`config.mk`:
```
export PLATFORM = sky130hd
export DESIGN_NAME = gshare_bp
export DESIGN_NICKNAME = d
export VERILOG_FILES = /design/src/rtl/gshare_bp.sv
export SDC_FILE = /design/constraint.sdc
export NUM_CORES = 2
export LEC_CHECK = 0
export ABC_AREA = 1
export BUFFER_PORTS_ARGS = -buffer_cell sky130_fd_sc_hd__buf_2
export CORE_UTILIZATION = 25
export DETAILED_ROUTE_END_ITERATION = 16
export HOLD_SLACK_MARGIN = 0.05
export PLACE_DENSITY = 0.5
export SLEW_MARGIN = 0
export SYNTH_ARGS = -nofsm -noshare
export SYNTH_HDL_FRONTEND = slang
export SYNTH_SLANG_ARGS = --single-unit
```
`constraint.sdc`:
```
create_clock -name clk -period 96 [get_ports clk]
set_input_delay 14.4 -clock clk [delete_from_list [all_inputs] [get_ports clk]]
set_output_delay 14.4 -clock clk [all_outputs]
set_load 0.01 [all_outputs]
```
`src/rtl/gshare_bp.sv`:
```
// Gshare/gselect global-history branch predictor with a RAM-friendly PHT.
// A walk FSM initialises the table instead of a flop-array reset.
module gshare_bp #(
    parameter int S_PC_IDX    = 10,
    parameter int S_PC_OFFSET = 2,
    parameter int S_BHR       = 8,
    parameter int S_CTR       = 2,
    parameter int HASH_XOR    = 1
) (
    input  logic             clk,
    input  logic             rst,
    input  logic             flush_tbl,
    input  logic             pred_valid,
    input  logic [31:0]      pred_pc,
    output logic             pred_ready,
    output logic             pred_take,
    output logic [S_BHR-1:0] pred_ghr,
    input  logic             upd_valid,
    input  logic [31:0]      upd_pc,
    input  logic [S_BHR-1:0] upd_ghr,
    input  logic             upd_br_en,
    input  logic             upd_mispred,
    output logic             init_busy
);

    localparam int DEPTH = 2 ** S_PC_IDX;
    localparam logic [S_CTR-1:0] INIT_CTR = S_CTR'(2 ** (S_CTR - 1) - 1);
    localparam logic [S_CTR-1:0] CTR_MAX  = '1;
    localparam logic [0:0] ST_INIT = 1'b0;
    localparam logic [0:0] ST_RUN  = 1'b1;

    // Truncating {pc_idx, ghr} yields the gselect concatenation for any S_BHR <= S_PC_IDX.
    function automatic logic [S_PC_IDX-1:0] hash_idx(input logic [S_PC_IDX-1:0] pc_idx,
                                                     input logic [S_BHR-1:0] ghr);
        if (HASH_XOR != 0) return pc_idx ^ S_PC_IDX'(ghr);
        else return S_PC_IDX'({pc_idx, ghr});
    endfunction

    logic [0:0]          state_q, state_d;
    logic [S_PC_IDX-1:0] ptr_q, ptr_d;
    logic [S_BHR-1:0]    ghr_q, ghr_d;
    logic [S_CTR-1:0]    pht_mem [DEPTH];

    logic                run;
    logic [S_PC_IDX-1:0] rd_idx, upd_idx, wr_idx;
    logic [S_CTR-1:0]    rd_ctr, upd_ctr, upd_ctr_nxt, wr_data;
    logic                wr_en;
    logic                unused_pc;

    assign unused_pc = ^{pred_pc, upd_pc};

    assign run     = (state_q == ST_RUN);
    assign rd_idx  = hash_idx(pred_pc[S_PC_OFFSET +: S_PC_IDX], ghr_q);
    assign upd_idx = hash_idx(upd_pc[S_PC_OFFSET +: S_PC_IDX], upd_ghr);
    assign rd_ctr  = pht_mem[rd_idx];
    assign upd_ctr = pht_mem[upd_idx];

    assign pred_ready = run;
    assign init_busy  = ~run;
    assign pred_take  = run & rd_ctr[S_CTR-1];
    assign pred_ghr   = ghr_q;

    always_comb begin
        upd_ctr_nxt = upd_ctr;
        if (upd_br_en) begin
            if (upd_ctr != CTR_MAX) upd_ctr_nxt = upd_ctr + S_CTR'(1);
        end else begin
            if (upd_ctr != '0) upd_ctr_nxt = upd_ctr - S_CTR'(1);
        end
    end

    always_comb begin
        state_d = state_q;
        ptr_d   = ptr_q;
        ghr_d   = ghr_q;
        wr_en   = 1'b0;
        wr_idx  = upd_idx;
        wr_data = upd_ctr_nxt;
        case (state_q)
            ST_INIT: begin
                if (flush_tbl) begin
                    ptr_d = '0;
                    ghr_d = '0;
                end else begin
                    wr_en   = 1'b1;
                    wr_idx  = ptr_q;
                    wr_data = INIT_CTR;
                    ptr_d   = ptr_q + S_PC_IDX'(1);
                    if (ptr_q == '1) state_d = ST_RUN;
                end
            end
            default: begin
                if (flush_tbl) begin
                    state_d = ST_INIT;
                    ptr_d   = '0;
                    ghr_d   = '0;
                end else begin
                    wr_en = upd_valid;
                    // A mispredict repair overrides this cycle's speculative shift.
                    if (upd_valid && upd_mispred)
                        ghr_d = {upd_ghr[S_BHR-2:0], upd_br_en};
                    else if (pred_valid)
                        ghr_d = {ghr_q[S_BHR-2:0], pred_take};
                end
            end
        endcase
    end

    always_ff @(posedge clk or posedge rst) begin
        if (rst) begin
            state_q <= ST_INIT;
            ptr_q   <= '0;
            ghr_q   <= '0;
        end else begin
            state_q <= state_d;
            ptr_q   <= ptr_d;
            ghr_q   <= ghr_d;
        end
    end

    // No reset on the table so it maps onto RAM; the walk provides initial contents.
    always_ff @(posedge clk) begin
        if (wr_en) pht_mem[wr_idx] <= wr_data;
    end

endmodule

```
==> impl_results.md <==
- CP Class: input pin to primary output
- Pwr per Cell Area: 19.3 nW/µm²
- Hold Path Class: flop to flop
- Final total power: 2.18 mW
- Syn Area/Cell: 9.30 µm²
- Slowest-stage cell, CP: buf_4
- CTS tree: built
- Clk Latency, worst-skew pair: ~920 ps
- CP Buf/Inv Count: 9
- Register bit count reported by yosys: 2067
- WL met3: slightly below 30 mm
- CTS Hold Bufs: 0
- Post-CTS setup buffer count: 0
- Row cnt: ~230
- Routed Antenna Nets: 0
- Resized Gates After CTS: 0
- Total placed instance area: 106000 µm²
- Gr ovfl total: 0
- Final hold slack: around 570 ps
- Crit. End Element: primary output
- Synth Area in Adders: 0.000124
- Worst slew pin tran: about 1200 ps
- M1 wire length: 150 mm
- Post-Syn Area: between 100000 and 150000 µm²
- Setup_tns: 0 ps
- FMAX: about 0.029 GHz
- Final Cycle Share: 0.364
- Critical-path cell list: buf_2 -> inv_1 -> nand2_1 -> buf_4 -> nand2_4 -> buf_4 -> buf_4 -> buf_4 -> buf_4 -> nand2_1 -> nand3_1 -> nand3_1 -> nand3_1 -> nand3_1 -> nand3_1 -> nand3_1 -> nand3_1 -> nand3_1 -> nand3_1 -> nand3_1 -> inv_1 -> buf_2
- Clk buf depth: 4
- Final WL: approximately 380 mm
- H-tree levels: 4
- DR top layer: met5
- RSZ-0062 raised after global routing: false
- Global-route wire length before repair: 539 mm
- CTS Sinks: a little over 2k
- Multiplexer area fraction after synthesis: 0
- 1st-iter DRT viols: 8746
- Mapped Nets: 10.9k
- WL met2: roughly 180 mm
- Status: finished clean
- Compound-cell area share of the yosys netlist: 0.0203
- IO Port Bufs: 45
- Fin cells: 15.9k
- Die footprint: 405000 µm²
- Sequential area share after synthesis: 0.615
- CTS buffer count: 229
- Core area: 400000 µm²
- Leak: 40.6 nW
- CP Launch Type: input pin
- Post-place setup slack: 61130 ps
- Largest net degree at the start of global routing: just over 200
- Most frequent CP cell: nand3_1
- Worst EP required: 81600 ps
- Tmin final: 34950 ps
- Cells after synthesis: 10.8k
- Number of global-route vias before repair: between 70k and 80k
- Io pins: 90
- Die H: 637 µm
- Final #Nets: approximately 11k
- Crit path DAT: 20550 ps
- Total GRT Usage: 0.179
- Design area: around 110000 µm²
- Finished Core Util: 0.283
- Slew HR: 0.214
- Simple-gate share of the synthesized area: 0.297
- Drc violations: 0
- Area growth syn-to-layout: 12.4%
- Clk slew on worst S/H paths: ~60 ps
- DIE WIDTH: around 640 µm
- Clock tree root buffer cell: clkbuf_16
- WL per Instance: around 24 µm
- DRT Pass-1 Iters: 6
- Setup violators final: 0
- DR vias/cell: 5.03
- Antenna violations before repair: 18
- Final max-slew violation count: 0
- Layout fillers: ~42k
- Total number of vias: between 70k and 80k
- Layout cells sized above 1: 0.0825
- Synth Area in XOR/XNOR: 0.00154
- Largest family of logic cells by synthesized area: simple AND/OR/NAND/NOR gates
- Cell family with most CP delay: buffers and inverters
- CP peak stage delay: 870 ps
- Netlist cell types: 30
- Max_cap viols: 0
- Placed cell count: 15.5k
- Hold Vio Cnt, Final: 0
- VDD IR max: approximately 0.000015 V
- HPWL Detailed: 193 mm
- Initial core utilization: 0.252
- Clock skew: slightly above 70 ps
- Worst setup margin: 61050 ps
- RD Place Congestion: 0.804
- Crit-path max FO: between 60 and 70
- YS warnings: 0
final cells by class:
class | instances | area, µm² | share of cell area
Antenna cell | 7 | 17.5 | 0.000155
Clock buffer | 275 | 5970 | 0.0527
Clock inverter | 143 | 1270 | 0.0112
Inverter | 752 | 2850 | 0.0252
Multi-Input combinational cell | 7159 | 32600 | 0.288
Sequential cell | 2067 | 62000 | 0.547
Tap cell | 5265 | 6590 | 0.0582
Timing Repair Buffer | 240 | 1960 | 0.0173
worst register-to-register path, delay by kind of cell (launching register included):
family	cells	cell delay [ps]
buffers and inverters	6	3800
AND/OR/NAND/NOR	16	2640
flip-flops	1	570
where the power goes:
part           internal, mW  switching (mW)  leakage [nW]
sequential             1.02        0.000233          18.7
clock                 0.503           0.370          3.54
combinational        0.0609           0.223          18.4
total                  1.59           0.593          40.6
worst paths after layout:
kind	from	to	slack [ps]	depth (start not counted)
max	pred_pc[2]	pred_take	61050	22
min	pred_ghr[7]$_DFFE_PP0P_	pred_ghr[7]$_DFFE_PP0P_	570	2
max reg2reg	pred_ghr[0]$_DFFE_PP0P_	pred_ghr[0]$_DFFE_PP0P_	88900	22
min reg2reg	pred_ghr[7]$_DFFE_PP0P_	pred_ghr[7]$_DFFE_PP0P_	570	2
max in group asynchronous	rst	ptr_q[3]$_DFFE_PP0P_	81840	2
min in group asynchronous	rst	pred_ghr[7]$_DFFE_PP0P_	13660	2
sequential cells by signal, summed over array words and instances, names as in the netlist:
| register | flops |
|---|---|
| ptr_q | 10 |
| pred_ready | 1 |
| pht_mem | 2048 |
| pred_ghr | 8 |
layout by cell type (no fill, tap or decap), types with 3 or more instances in the layout:
cell type,n
nor2_2,3
xnor2_2,12
dfrtp_1,19
bufinv_16,24
o21ai_1,10
o211ai_1,230
o21ai_0,34
diode_2,7
clkinv_2,47
o31ai_1,6
inv_1,738
or2_2,243
edfxtp_1,2048
nor2_1,1064
clkinvlp_4,7
inv_6,3
inv_2,7
clkinv_1,64
inv_8,3
a21oi_1,7
nand2_4,36
nor3_2,4
buf_4,173
nand3_1,2836
nand2_1,2650
buf_12,22
clkbuf_1,43
buf_2,45
clkbuf_16,232
nor3_1,6
nand2_2,4
synth_stat cells:
library cell,count,area (µm²)
o21ai_1,10,50.1
nor3_1,7,35.0
edfxtp_1,2048,61500
nand3_1,2836,14200
nand4_1,1,6.26
a21oi_1,7,35.0
or2_2,243,1520
xor2_1,2,17.5
xnor2_1,12,105
buf_6,1,11.3
nor2_2,3,18.8
ha_1,1,12.5
nor2_1,1065,4000
o21ai_2,2,17.5
nand2_2,1,6.26
nor4_2,2,25.0
buf_2,385,1930
o31ai_1,6,45.0
clkbuf_1,355,1330
inv_1,745,2800
xnor2_2,2,32.5
nand2_1,2690,10100
dfrtp_1,19,475
inv_2,7,26.3
nor4_1,2,12.5
o21ai_0,34,170
buf_4,16,120
buf_1,100,375
nor3_2,3,30.0
o211ai_1,230,1730
layer usage:
metal / vias to the layer above / global-route usage
li1: 36100 / -
met1: 39400 / 0.224
met2: 3679 / 0.302
met3: 844 / 0.0262
met4: 2 / 0.0851
met5: - / 0
kinds of logic (layout without fill, tap and decap cells):
| logic type | after synthesis | count (layout) |
|---|---|---|
| buf+inv | 1609 | 1410 |
| other cells | 0 | 7 |
| xor+xnor | 16 | 16 |
| simple gates | 6853 | 6853 |
| flops | 2067 | 2067 |
| fa+ha+maj | 1 | 1 |
| compound gates | 289 | 289 |
(Power assumes the default switching activity.)
